--- config.mk ---
export PLATFORM = sky130hd
export DESIGN_NAME = ti_quad_anf_eval
export DESIGN_NICKNAME = d
export VERILOG_FILES = /design/src/rtl/ti_anf_pkg.sv /design/src/rtl/ti_anf_row.sv /design/src/rtl/ti_quad_anf_eval.sv
export SDC_FILE = /design/constraint.sdc
export NUM_CORES = 2
export LEC_CHECK = 0
export CAP_MARGIN = 0
export CORE_MARGIN = 8
export CORE_UTILIZATION = 65
export CTS_CLUSTER_DIAMETER = 200
export CTS_CLUSTER_SIZE = 14
export DETAILED_ROUTE_END_ITERATION = 8
export PLACE_DENSITY_LB_ADDON = 0.3
export SLEW_MARGIN = 10
export SYNTH_ARGS = -nofsm -noshare
export SYNTH_HDL_FRONTEND = slang
export SYNTH_HIERARCHICAL = 1
export SYNTH_SLANG_ARGS = --single-unit
--- constraint.sdc ---
create_clock -name clk -period 5.3 [get_ports clk]
set_input_delay 0.53 -clock clk [delete_from_list [all_inputs] [get_ports clk]]
set_output_delay 0.53 -clock clk [all_outputs]
set_load 0.02 [all_outputs]
--- src/rtl/ti_anf_pkg.sv ---
// Shared sizing helpers for the quadratic ANF evaluator: term count, coefficient
// word count and the packed index of a degree-2 monomial x[i]&x[k].
package ti_anf_pkg;

  localparam int COEF_WORD_W = 32;

  function automatic int anf_terms(input int n_in);
    return 1 + n_in + (n_in * (n_in - 1)) / 2;
  endfunction

  function automatic int anf_words(input int terms);
    return (terms + COEF_WORD_W - 1) / COEF_WORD_W;
  endfunction

  // Pairs (i,k), i<k, enumerated row-major: (0,1),(0,2)...(0,n-1),(1,2)...
  function automatic int pair_index(input int i, input int k, input int n_in);
    return (i * (2 * n_in - i - 1)) / 2 + (k - i - 1);
  endfunction

endpackage

--- src/rtl/ti_anf_row.sv ---
// One component function: XOR of the constant, linear and pairwise AND terms
// selected by a TERMS-bit coefficient vector. Purely combinational.
module ti_anf_row
  import ti_anf_pkg::*;
#(
  parameter int N_IN  = 16,
  parameter int TERMS = anf_terms(N_IN)
) (
  input  logic [TERMS-1:0] i_coef,
  input  logic [N_IN-1:0]  i_x,
  output logic             o_y
);

  logic w_acc;

  always_comb begin
    w_acc = i_coef[0];
    for (int i = 0; i < N_IN; i++) begin
      w_acc = w_acc ^ (i_coef[1 + i] & i_x[i]);
    end
    for (int i = 0; i < N_IN - 1; i++) begin
      for (int k = i + 1; k < N_IN; k++) begin
        w_acc = w_acc ^ (i_coef[1 + N_IN + pair_index(i, k, N_IN)] & i_x[i] & i_x[k]);
      end
    end
  end

  assign o_y = w_acc;

endmodule

--- src/rtl/ti_quad_anf_eval.sv ---
// Two-stage programmable evaluator of N_OUT quadratic ANFs over N_IN shared bits.
// Stage A registers the shares, stage B registers the evaluated outputs.
module ti_quad_anf_eval
  import ti_anf_pkg::*;
#(
  parameter int  N_IN   = 16,
  parameter int  N_OUT  = 8,
  localparam int TERMS  = anf_terms(N_IN),
  localparam int WORDS  = anf_words(TERMS),
  localparam int NWORDS = N_OUT * WORDS,
  localparam int AW     = $clog2(NWORDS)
) (
  input  logic                   clk,
  input  logic                   rst,
  input  logic                   s_valid,
  output logic                   s_ready,
  input  logic [N_IN-1:0]        s_data,
  output logic                   m_valid,
  input  logic                   m_ready,
  output logic [N_OUT-1:0]       m_data,
  input  logic                   cfg_we,
  input  logic [AW-1:0]          cfg_addr,
  input  logic [COEF_WORD_W-1:0] cfg_wdata,
  output logic                   cfg_ready,
  output logic                   cfg_err
);

  // Coefficient bits at or above TERMS never contribute, so only TERMS bits per row are kept.
  logic [TERMS-1:0] r_coef [N_OUT];

  logic             r_vld_p0;
  logic [N_IN-1:0]  r_x_p0;
  logic             r_vld_p1;
  logic [N_OUT-1:0] r_y_p1;
  logic             r_cfg_err;

  logic             w_cfg_in_range;
  logic             w_cfg_wr;
  logic             w_adv_p1;
  logic             w_s_acc;
  logic [N_OUT-1:0] w_y;

  assign cfg_ready      = !r_vld_p0 && !r_vld_p1;
  assign w_cfg_in_range = ({1'b0, cfg_addr} < (AW + 1)'(NWORDS));
  assign w_cfg_wr       = cfg_we && cfg_ready && w_cfg_in_range;

  assign w_adv_p1 = r_vld_p0 && (!r_vld_p1 || m_ready);
  assign s_ready  = (!r_vld_p0 || w_adv_p1) && !w_cfg_wr;
  assign w_s_acc  = s_valid && s_ready;

  always_ff @(posedge clk) begin
    if (rst) begin
      for (int j = 0; j < N_OUT; j++) begin
        r_coef[j] <= '0;
      end
    end else begin
      for (int j = 0; j < N_OUT; j++) begin
        for (int t = 0; t < TERMS; t++) begin
          if (w_cfg_wr && (cfg_addr == AW'(j * WORDS + t / COEF_WORD_W))) begin
            r_coef[j][t] <= cfg_wdata[t % COEF_WORD_W];
          end
        end
      end
    end
  end

  always_ff @(posedge clk) begin
    if (rst) begin
      r_vld_p0  <= 1'b0;
      r_vld_p1  <= 1'b0;
      r_cfg_err <= 1'b0;
    end else begin
      r_vld_p0  <= w_s_acc || (r_vld_p0 && !w_adv_p1);
      r_vld_p1  <= r_vld_p0 || (r_vld_p1 && !m_ready);
      r_cfg_err <= cfg_we && cfg_ready && !w_cfg_in_range;
    end
  end

  // Stage A: share register, the glitch barrier ahead of the nonlinear layer
  always_ff @(posedge clk) begin
    if (w_s_acc) begin
      r_x_p0 <= s_data;
    end
  end

  for (genvar j = 0; j < N_OUT; j++) begin : g_row
    ti_anf_row #(
      .N_IN  (N_IN),
      .TERMS (TERMS)
    ) u_row (
      .i_coef (r_coef[j]),
      .i_x    (r_x_p0),
      .o_y    (w_y[j])
    );
  end

  // Stage B: evaluated component bits, held while the consumer stalls
  always_ff @(posedge clk) begin
    if (w_adv_p1) begin
      r_y_p1 <= w_y;
    end
  end

  assign m_valid = r_vld_p1;
  assign m_data  = r_vld_p1 ? r_y_p1 : '0;
  assign cfg_err = r_cfg_err;

endmodule

; ---- After elaboration in Yosys (flattened, before gate mapping)
; Memory sizes are Yosys's and may differ from the RTL's.
; Cells that the tools add are included.
; Widths: inputs -> output; s select.
[totals]
register_bits = 27
ramBits = 1096
in_bits = 59
out_inout_bits = 12
memories = 1
[op_classes]
n_lt_le_gt_ge = 1
eq_ne = 39
mux = 1219
bitwise = 4232
reduce_logical = 60
[mem_list]
columns = name, depth, word_bits, read_ports, rd_ports_with_merged_regs, write_ports, line
row1 = r_coef, 8, 137, 8, 0, 8, ti_quad_anf_eval.sv:29  ; logic [TERMS-1:0] r_coef [N_OUT];
[ops]
columns = cell, count
row1 = $and 1x1->1, 2048
row2 = $mux 1, 1218
row3 = $or 1x1->1, 1096
row4 = $xor 1x1->1, 1088
row5 = $eq 6x5->1 const B, 16
row6 = $logic_and 1x1->1, 49
row7 = $eq 6x4->1 const B, 8
row8 = $eq 6x6->1 const B, 8
row9 = $eq 6x3->1 const B, 4
row10 = $eq 6x2->1 const B, 2
row11 = $mux 8, 1
row12 = $eq 6x1->1 const B, 1
row13 = $logic_not 1->1, 6
row14 = $logic_not 6->1, 1
row15 = $lt 6x6->1 const B, 1
row16 = $logic_or 1x1->1, 4

; ---- Longest topological paths before layout
; An unclocked memory read counts as a cell.
[depth]
ltp_word = 138
ltp_mapped = 11
ltp_nobuf = 9

; ---- By module
; The synthesis kept the hierarchy.
[by_module_without_submodules]
columns = mod, n_inst, cells_each, area_each_um2, seq_area_each_um2
row1 = ti_quad_anf_eval, 1, 2529, 39948.3, 33692.3
row2 = ti_anf_row, 8, 346, 2163.3, 0.0

; ---- Worst setup path before layout
; Ideal clock, no wire load.
[synth_timing]
path_kind = input port to flip-flop
from = in cfg_addr[5]
to = mem r_coef[1][233] (netlist name) (enable)
setup_time_ns = 0.428
arrival_ns = 2.902
required_time_ns = 4.872
setup_slack_ns = 1.970
path_stages = 5
path_buffers = 2
cell_sequence = buf_2 -> nor4b_1 -> buf_2 -> nand4_1 -> o21bai_1
[synth_lines]
columns = item, line
row1 = from (decl), ti_quad_anf_eval.sv:22  ; input logic [AW-1:0] cfg_addr,
row2 = to (decl), ti_quad_anf_eval.sv:29

; ---- Worst setup path after layout
[layout_timing]
from = reg r_x_p0[1]
to = reg r_y_p1[5] (data pin)
[layout_between]
elab_chain_cells = 136
elab_cells_between_ends = 165
[layout_lines]
columns = item, line
row1 = from (decl), ti_quad_anf_eval.sv:32  ; logic [N_IN-1:0] r_x_p0;
row2 = from (signal assigned), ti_quad_anf_eval.sv:82  ; r_x_p0 <= s_data;
row3 = $and 1x1->1, ti_anf_row.sv:19  ; w_acc = w_acc ^ (i_coef[1 + i] & i_x[i]);
row4 = $xor 1x1->1 (15 in series), ti_anf_row.sv:19
row5 = $xor 1x1->1 (28 in series), ti_anf_row.sv:23  ; w_acc = w_acc ^ (i_coef[1 + N_IN + pair_index(i, k, N_IN)] & i_x[i] & i_x[k]);
row6 = $xor 1x1->1 * (92 in series), ti_anf_row.sv:23
row7 = via w_y[5], ti_quad_anf_eval.sv:41  ; logic [N_OUT-1:0] w_y;
row8 = to (signal assigned), ti_quad_anf_eval.sv:100  ; r_y_p1 <= w_y;
row9 = to (decl), ti_quad_anf_eval.sv:34  ; logic [N_OUT-1:0] r_y_p1;
; Mark *: on every way through the listed nets, which the timed path passes. The rest lies on a longest branch.
; A chain may end at the register's enable or synchronous reset.

==> load_flow_metrics.sql <==
INSERT INTO impl_metrics (metric_group, metric, value, unit) VALUES
('place', 'place.gp.congestion', '1.00', ''),
('global_route', 'grt_util_met3', '14.0', '%'),
('cts', 'clock-sinks', '1123', ''),
('setup_path', 'crit_path_start', 'r_x_p0[1]', ''),
('global_route', 'grt_pass1_vias', '39646', ''),
('job', 'cap_viol_max_count', '0', ''),
('cts', 'postCtsSetupRepairBufs', '0', ''),
('cells_and_area', 'layout.cells.most_common_list', 'sky130_fd_sc_hd__nand2_1, sky130_fd_sc_hd__edfxtp_1, sky130_fd_sc_hd__nor2_1, sky130_fd_sc_hd__xnor2_1, sky130_fd_sc_hd__xor2_1', ''),
('setup_path', 'worstReg2RegStart', 'r_x_p0[1]', ''),
('setup_path', 'critical_path.startpoint_type', 'flop', ''),
('global_route', 'gr_peak_layer', 'met2', ''),
('cells_and_area', 'drive_above_1_share', '7.78', '%'),
('setup_path', 'critPathMostFrequentCell', 'sky130_fd_sc_hd__xnor2_1', ''),
('setup_path', 'worstPathCellList', 'buf_4 > nand2_1 > xnor2_1 > xnor2_1 > nand2_1 > xnor2_1 > xnor2_1 > xnor2_1 > xnor2_1 > xnor3_1', ''),
('synthesis', 'async_flop_share', '0', '%'),
('setup_path', 'worst_path_max_delay_cell', 'sky130_fd_sc_hd__edfxtp_1', ''),
('cts', 'ctsLongestPathBuffers', '3', ''),
('place', 'detailed_place_hpwl', '123', 'mm'),
('drt', 'vias_per_cell', '6.53', ''),
('cts', 'htree_num_levels', '3', ''),
('global_route', 'grt_pass1_wl', '273', 'mm'),
('synthesis', 'post_synth_main_area_contributors', 'sky130_fd_sc_hd__edfxtp_1, sky130_fd_sc_hd__xnor2_1, sky130_fd_sc_hd__nand2_1', ''),
('setup_path', 'critical_path.top_delay_family', 'XOR/XNOR gates', ''),
('die', 'die_width', '313', 'um'),
('setup_path', 'critical_path_arrival', '4340', 'ps'),
('setup_path', 'timing.critical_path.fanout_max', '16', ''),
('timing', 'max_freq', '256', 'MHz'),
('cts', 'root_buffer', 'sky130_fd_sc_hd__clkbuf_16', ''),
('cells_and_area', 'final_cell_count_no_fill', '6484', ''),
('cts', 'clkLatencyLatePin', '700', 'ps'),
('cts', 'tritoncts', 'yes', ''),
('synthesis', 'ys_dominant_reg_cell', 'sky130_fd_sc_hd__edfxtp_1', ''),
('drt', 'final_routed_drc_violation_total', '0', ''),
('setup_path', 'critPathBufInv', '1', ''),
('global_route', 'globalRouteTotalUtil', '38.5', '%'),
('drt', 'route.final.wire_length', '195', 'mm'),
('synthesis', 'synth_enable_flop_cells', '1120', ''),
('global_route', 'antenna_found_initial', '10', ''),
('timing', 'report.final.setup_viol', '0', ''),
('drt', 'drtAntennaViolNets', '0', ''),
('timing', 'min_period', '3910', 'ps'),
('setup_path', 'rr_worst_depth', '10', ''),
('outcome', 'outcome', 'finished clean', ''),
('die', 'placeableCoreArea', '87800', 'um^2'),
('setup_path', 'required', '5730', 'ps'),
('cells_and_area', 'final_common_cell', 'sky130_fd_sc_hd__nand2_1', ''),
('synthesis', 'synth_top_area_cell', 'sky130_fd_sc_hd__edfxtp_1', ''),
('place', 'placed_cells_incl_taps', '6366', ''),
('worst_hold_path', 'worst_hold_path_type', 'in2reg', ''),
('synthesis', 'ys_seq_elements', '1123', ''),
('global_route', 'grt-ovfl-total', '0', ''),
('drt', 'drt_first_pass_iters', '7', ''),
('timing', 'worst_rel_slew_slack', '9.53', '%'),
('setup_path', 'reg2reg_setup_slack', '1390', 'ps'),
('timing', 'layout_worst_path_cycle_share', '73.7', '%'),
('timing', 'clock-skew-final', '52.8', 'ps'),
('synthesis', 'mapped_avg_cell_area', '10.8', 'um^2'),
('synthesis', 'mappedNetlistArea', '57300', 'um^2'),
('synthesis', 'ys_seq_area_share', '58.8', '%'),
('place', 'placement.io_buffers', '70', ''),
('die', 'die_area', '97800', 'um^2'),
('worst_hold_path', 'hold_path_end', 'r_x_p0[1]', ''),
('cells_and_area', 'final_net_count', '5352', ''),
('synthesis', 'yosysWarnings', '6', ''),
('drt', 'dr.first_iter.drc_count', '7476', ''),
('cts', 'cts_inserted_buffers', '90', ''),
('worst_hold_path', 'worst_hold_startpoint', 's_data[1]', ''),
('synthesis', 'postSynthNetCount', '5356', ''),
('die', 'io_pins', '71', ''),
('timing', 'timing_max_transition_violations_final', '0', ''),
('setup_path', 'critical_path.endpoint_type', 'flop', '');
## through the flow
stage | power [uW] | util [%] | area, um^2 | setup slack [ps]
global route | 21200 | 70.2 | 61600 | 1450
global placement | 14500 | 67.4 | 59200 | 1120
CTS | 20600 | 70.1 | 61600 | 1620
detailed placement | 14600 | 67.4 | 59200 | 1050
finish | 20800 | 70.2 | 61700 | 1390
floorplan | 13500 | - | 57300 | 1970
## worst max path at each step
stage / end / slack [ps] / depth (start not counted)
floorplan: r_coef[1][233] / 1970 / 5
global placement: r_coef[1][343] / 1120 / 4
detailed placement: r_coef[1][353] / 1050 / 4
CTS: r_y_p1[6] / 1620 / 10
global route: r_y_p1[0] / 1450 / 9
finish: r_y_p1[5] / 1390 / 10
## power by group
part	internal (uW)	switching (uW)	total (uW)	leakage, uW
clock network	3060	3190	6250	0.00118
registers	10300	203	10500	0.0114
logic	1720	2330	4050	0.00780
total	15100	5720	20800	0.0204
## layer usage
metal | share of wire [%] | vias to the layer above | wire length [um]
met5 | 0.015 | - | 30
met4 | 8.7 | 4 | 16900
met3 | 17 | 875 | 33800
met2 | 42 | 4058 | 81900
met1 | 32 | 19947 | 62100
li1 | - | 17484 | -
## cell families after synthesis
group | count (synthesis) | share of synthesized area [%]
AND/OR/NAND/NOR | 2548 | 18.5
flip-flops | 1123 | 58.8
XOR/XNOR | 976 | 15.5
buffers and inverters | 329 | 3.28
AO/OA/AOI/OAI | 289 | 3.19
multiplexers | 32 | 0.612
## layout make-up
cell class                      instances  area (um^2)  share of cell area [%]
Sequential cell                      1123        33700                    54.6
Multi-Input combinational cell       3845        22100                    35.8
Clock buffer                           98         2280                    3.70
Timing Repair Buffer                  199         1880                    3.04
Tap cell                             1165         1460                    2.36
Clock inverter                          7          134                   0.217
Inverter                               34          128                   0.207
Antenna cell                           13         32.5                  0.0528
## synth_stat cells, types with 38 or more instances
library cell,number
sky130_fd_sc_hd__buf_2,84
sky130_fd_sc_hd__xnor2_1,656
sky130_fd_sc_hd__edfxtp_1,1120
sky130_fd_sc_hd__nor2b_1,38
sky130_fd_sc_hd__nand2_1,1380
sky130_fd_sc_hd__nor2_1,742
sky130_fd_sc_hd__nor3b_1,49
sky130_fd_sc_hd__buf_6,56
sky130_fd_sc_hd__nand3_1,123
sky130_fd_sc_hd__clkbuf_1,110
sky130_fd_sc_hd__o21ai_0,113
sky130_fd_sc_hd__xor2_1,288
sky130_fd_sc_hd__nor2_2,63
## state kept, by name (all words and copies together), names as in the netlist
name / flops
r_coef: 1096
r_x_p0: 16
r_y_p1: 8
cfg_err: 1
m_valid: 1
r_vld_p0: 1
No activity file was read; power rests on OpenSTA's default activity.
